File: src/rtl/sram_data_arbiter.sv
// sram_data_arbiter: shares SRAM port 0 between core and fabric; ports: core_*/fab_* req/gnt/rvalid requesters, sram_*0 macro controls, fab_forced_o starvation pulse
module sram_data_arbiter #(
  parameter int FAB_MAX_WAIT = 4,
  parameter int WORDS = 256
) (
  input  logic        clk,
  input  logic        resetn,
  input  logic        core_req_i,
  output logic        core_gnt_o,
  input  logic        core_we_i,
  input  logic [3:0]  core_be_i,
  input  logic [31:0] core_addr_i,
  input  logic [31:0] core_wdata_i,
  output logic        core_rvalid_o,
  output logic        core_err_o,
  output logic [31:0] core_rdata_o,
  input  logic        fab_req_i,
  output logic        fab_gnt_o,
  input  logic        fab_we_i,
  input  logic [3:0]  fab_be_i,
  input  logic [31:0] fab_addr_i,
  input  logic [31:0] fab_wdata_i,
  output logic        fab_rvalid_o,
  output logic        fab_err_o,
  output logic [31:0] fab_rdata_o,
  output logic        sram_csb0_o,
  output logic        sram_web0_o,
  output logic [3:0]  sram_wmask0_o,
  output logic [7:0]  sram_addr0_o,
  output logic [31:0] sram_din0_o,
  input  logic [31:0] sram_dout0_i,
  output logic        fab_forced_o
);
  localparam int AW = $clog2(WORDS);
  logic [3:0] wait_cnt;
  logic core_pend, fab_pend, err_q, rd_q;
  logic any_gnt, s_we, oor;
  logic [3:0] s_be;
  logic [31:0] s_addr, s_wdata;
  always_comb begin
    fab_forced_o = resetn && fab_req_i && wait_cnt == 4'(FAB_MAX_WAIT);
    fab_gnt_o = resetn && fab_req_i && (!core_req_i || fab_forced_o);
    core_gnt_o = resetn && core_req_i && !fab_gnt_o;
    any_gnt = fab_gnt_o || core_gnt_o;
    s_we = fab_gnt_o ? fab_we_i : core_we_i;
    s_be = fab_gnt_o ? fab_be_i : core_be_i;
    s_addr = fab_gnt_o ? fab_addr_i : core_addr_i;
    s_wdata = fab_gnt_o ? fab_wdata_i : core_wdata_i;
    oor = |(s_addr >> (AW + 2));
    sram_csb0_o = !(any_gnt && !oor);
    sram_web0_o = !(any_gnt && s_we);
    sram_wmask0_o = any_gnt && s_we ? s_be : 4'h0;
    sram_addr0_o = any_gnt ? s_addr[AW+1:2] : '0;
    sram_din0_o = any_gnt ? s_wdata : 32'h0;
  end
  always_ff @(posedge clk or negedge resetn)
    if (!resetn) begin
      wait_cnt <= 4'h0;
      core_pend <= 1'b0;
      fab_pend <= 1'b0;
      err_q <= 1'b0;
      rd_q <= 1'b0;
    end else begin
      wait_cnt <= !fab_req_i || fab_gnt_o ? 4'h0 :
                  wait_cnt == 4'(FAB_MAX_WAIT) ? wait_cnt : wait_cnt + 4'h1;
      core_pend <= core_gnt_o;
      fab_pend <= fab_gnt_o;
      err_q <= any_gnt && oor;
      rd_q <= any_gnt && !s_we && !oor;
    end
  assign core_rvalid_o = core_pend;
  assign core_err_o = core_pend && err_q;
  assign core_rdata_o = core_pend && rd_q ? sram_dout0_i : 32'h0;
  assign fab_rvalid_o = fab_pend;
  assign fab_err_o = fab_pend && err_q;
  assign fab_rdata_o = fab_pend && rd_q ? sram_dout0_i : 32'h0;
endmodule

File: config.mk
export PLATFORM = sky130hd
export DESIGN_NAME = sram_data_arbiter
export DESIGN_NICKNAME = d
export VERILOG_FILES = /design/src/rtl/sram_data_arbiter.sv
export SDC_FILE = /design/constraint.sdc
export NUM_CORES = 1
export LEC_CHECK = 0
export CAP_MARGIN = 10
export CORE_AREA = 10 10 105 107
export DETAILED_ROUTE_END_ITERATION = 6
export DIE_AREA = 0 0 115 117
export PLACE_DENSITY = 0.75
export SYNTH_ARGS = -nofsm -noshare
export SYNTH_HDL_FRONTEND = slang
export SYNTH_SLANG_ARGS = --single-unit
export TNS_END_PERCENT = 10
File: constraint.sdc
create_clock -name clk -period 2 [get_ports clk]
set_clock_uncertainty 0.1 [all_clocks]
set_input_delay 0.3 -clock clk [delete_from_list [all_inputs] [get_ports clk]]
set_output_delay 0.3 -clock clk [all_outputs]
set_load 0.01 [all_outputs]
==> summary.md <==
| Metric | Value |
|---|---|
| Post-route ant nets | 0 |
| Die area | 13500 sq um |
| Starting DRC count in detailed routing | 198 |
| Top cell type by total area after synthesis | and3_1 |
| Area of the core | 9020 sq um |
| Sequential fraction of the synthesis area | 0.127 |
| Critical Path End Type | primary output |
| Post-synth top area share | 0.255 |
| Async S/R FF share, synth | 1.00 |
| Failing checks | negative setup slack |
| Sink Count | 8 |
| Final Hold Fails | 0 |
| Sum of negative setup slack | -7.59 ns |
| Final GP Congestion | 0.786 |
| Die height | 117 um |
| TritonCTS buffer count | 3 |
| Area of the multi-input gates | 1460 sq um |
| Simple-gate area share of the yosys netlist | 0.590 |
| Routed WL | 13.2 mm |
| Hold Path Class | input port to async pin |
| Initial antenna violation count | 0 |
| First-pass GRT wire length | 18.6 mm |
| I/O Buffers | 286 |
| Syn. warnings | 0 |
| VDD IR-drop max | 133 uV |
| Largest net degree at the start of global routing | 65 |
| Synth top area cells | and3_1 (25%), nand2_1 (22%), a21oi_1 (15%) |
| Mux cell area share after synthesis | 0.00637 |
| Average size of a mapped cell | 5.57 sq um |
| Highest clock rate | 0.447 GHz |
| Syn nets | 458 |
| Vias in the first global route | 3372 |
| Area Overhead vs Synth | 216% |
| CTS tree | yes |
| Cts hold-fix bufs | 0 |
| Synth Area in Compound Gates | 0.166 |
| DR vias/cell | 4.64 |
| RSZ-0062 raised after global routing | yes |
| Detail-routed net length per standard cell | 19.1 um |
| Synth cell types | 23 |
| Critical Path AT | 1.84 ns |
| Cells after synthesis | 282 |
| Static Leak | 0.00265 uW |
| HPWL after DPL | 11.1 mm |
| Crit path kind | flip-flop to primary output |
| Site Rows | 35 |
| Initial Util | 0.174 |
| Max incr delay on CP | 0.37 ns |
| Met3 WL | 1.69 mm |
| Register area | 200 sq um |
| H-tree depth | 1 |
| Core Util, Final | 0.550 |
| Most frequent cells in the layout | clkdlybuf4s50_1 (216), nand2_1 (88), and3_1 (64), buf_2 (44), a21oi_2 (40) |
| Most common cell after layout, fill and taps aside | clkdlybuf4s50_1 |
| Top sig layer | met4 |
| Startpoint types | flip-flop |
| Main synth FF type | dfrtp_1 |
| Mapped Area | 1570 sq um |
| N_diodes | 0 |
| Final Power | 1190 uW |
| First-pass DRT Iterations | 4 |
| Main combinational cell family by area after synthesis | simple AND/OR/NAND/NOR gates |
| Slew headroom | 0.824 |
| Crit-path slowest cell | dfrtp_1 |
| Adder-cell share of the synthesized area | 0.0159 |
| Synth Register Bits | 8 |
| GR Overflow Total | 0 |
| Clk_lat worst skew | 0.23 ns |
| Placed insts | 680 |
| Status | finished, violations left |
| Worst-path clk slew | 0.04 ns |
| Wl on met1 | 4.37 mm |
| # setup viols final | 47 |
| Post-layout min period | 2.24 ns |
| Critical-path maximum fanout | 6 |
| DR vias | 3205 |
| Least-Margin Pin Slew | 0.262 ns |
| Fin cells | 690 |
| Clock Path Buffers | 2 |
| Final period utilization | 1.12 |
| Layout fillers | 872 |
| Max cap viols | 0 |
| Critical path required time | 1.60 ns |
| Post-synth EDFFs | 0 |
| Layout cell share with drive strength beyond 1 | 0.244 |
| Max-slew violation count | 0 |
| Setup WS post-layout | -0.235 ns |
| Clock root cell | clkbuf_8 |
| Total track usage | 0.173 |
| CP Cell Sequence | inv_2, ha_4, nand3b_4, a21o_4, inv_8, buf_6, clkbuf_16, nand2_1, a21oi_2, buf_2 |
| Power Density | 241 nW/um^2 |
| Met2 WL | 6.91 mm |
| Post-Synth XOR/XNOR Area | 0.0111 |
| # nets final | 757 |
| Io pins | 291 |
| Residual DRC | 0 |
| Chip width | 115 um |
area by class of cell:
class / instances / area share
timing repair buffer: 321 / 0.625
sequential: 8 / 0.0404
inverter: 4 / 0.00454
multi-input combinational: 243 / 0.294
tap: 111 / 0.0280
clock buffer: 3 / 0.00833
repair_timing:
item | 4_1_cts | 5_1_grt
pin swaps | 2 | 8
setup buffers | 3 | 2
endpoints found under the setup margin | 51 | 69
gates cloned | 3 | 1
gates resized for setup | 212 | 45
worst max-delay path, delay by kind of cell (launching register included):
kind	cells	cell delay, ns
AND/OR/NAND/NOR	2	0.14
buffers and inverters	5	0.57
adder cells (fa/ha/maj)	1	0.15
AO/OA/AOI/OAI	2	0.35
flip-flops	1	0.37
worst paths after layout:
kind	startpoint	endpoint	slack (ns)	cells after the start
max	wait_cnt[1]	sram_din0_o[5]	-0.24	10
min	resetn	wait_cnt[2]	0.30	2
max reg2reg	wait_cnt[1]	rd_q	-0.01	8
min reg2reg	wait_cnt[3]	wait_cnt[3]	0.51	3
max in group asynchronous	resetn	wait_cnt[0]	1.38	2
min in group clk	wait_cnt[3]	wait_cnt[3]	0.51	3
layer usage:
metal,vias up,GRT usage
li1,1568,-
met1,1426,0.163
met2,194,0.330
met3,17,0.0795
met4,0,0.0421
met5,-,0
synthesized netlist by cell type (4+ instances only):
| cell type | instances |
|---|---|
| a21oi_1 | 48 |
| and3_1 | 64 |
| buf_2 | 6 |
| clkbuf_1 | 17 |
| dfrtp_1 | 8 |
| inv_1 | 4 |
| nand2_1 | 92 |
| nor2_1 | 9 |
| nor3_1 | 4 |
| nor4_1 | 10 |
sequential cells by signal, summed over array words and instances, names as in the netlist:
signal         flops
core_rvalid_o      1
fab_rvalid_o       1
err_q              1
wait_cnt           4
rd_q               1
logic make-up (layout without fill, tap and decap cells):
logic type,after synthesis,after routing
fa+ha+maj,2,2
compound gates,51,51
flops,8,8
mux,1,1
simple gates,187,187
xor+xnor,2,2
buf+inv,31,328
per-stage QoR:
| stage | hold slack, ns | cell area, sq um | setup WS [ns] |
|---|---|---|---|
| detailed placement | 0.506 | 4880 | -0.625 |
| finish | 0.300 | 4960 | -0.235 |
| floorplan | -0.0956 | 1690 | 0.0153 |
| global placement | 0.505 | 4880 | -0.600 |
| global route | 0.320 | 4960 | -0.305 |
| CTS | 0.300 | 4860 | -0.233 |
power by group:
group / switching, uW / internal [uW] / total [uW]
combinational: 317 / 501 / 818
sequential: 9.71 / 176 / 185
clock: 61.1 / 130 / 191
total: 388 / 806 / 1190
(Power assumes the default switching activity.)
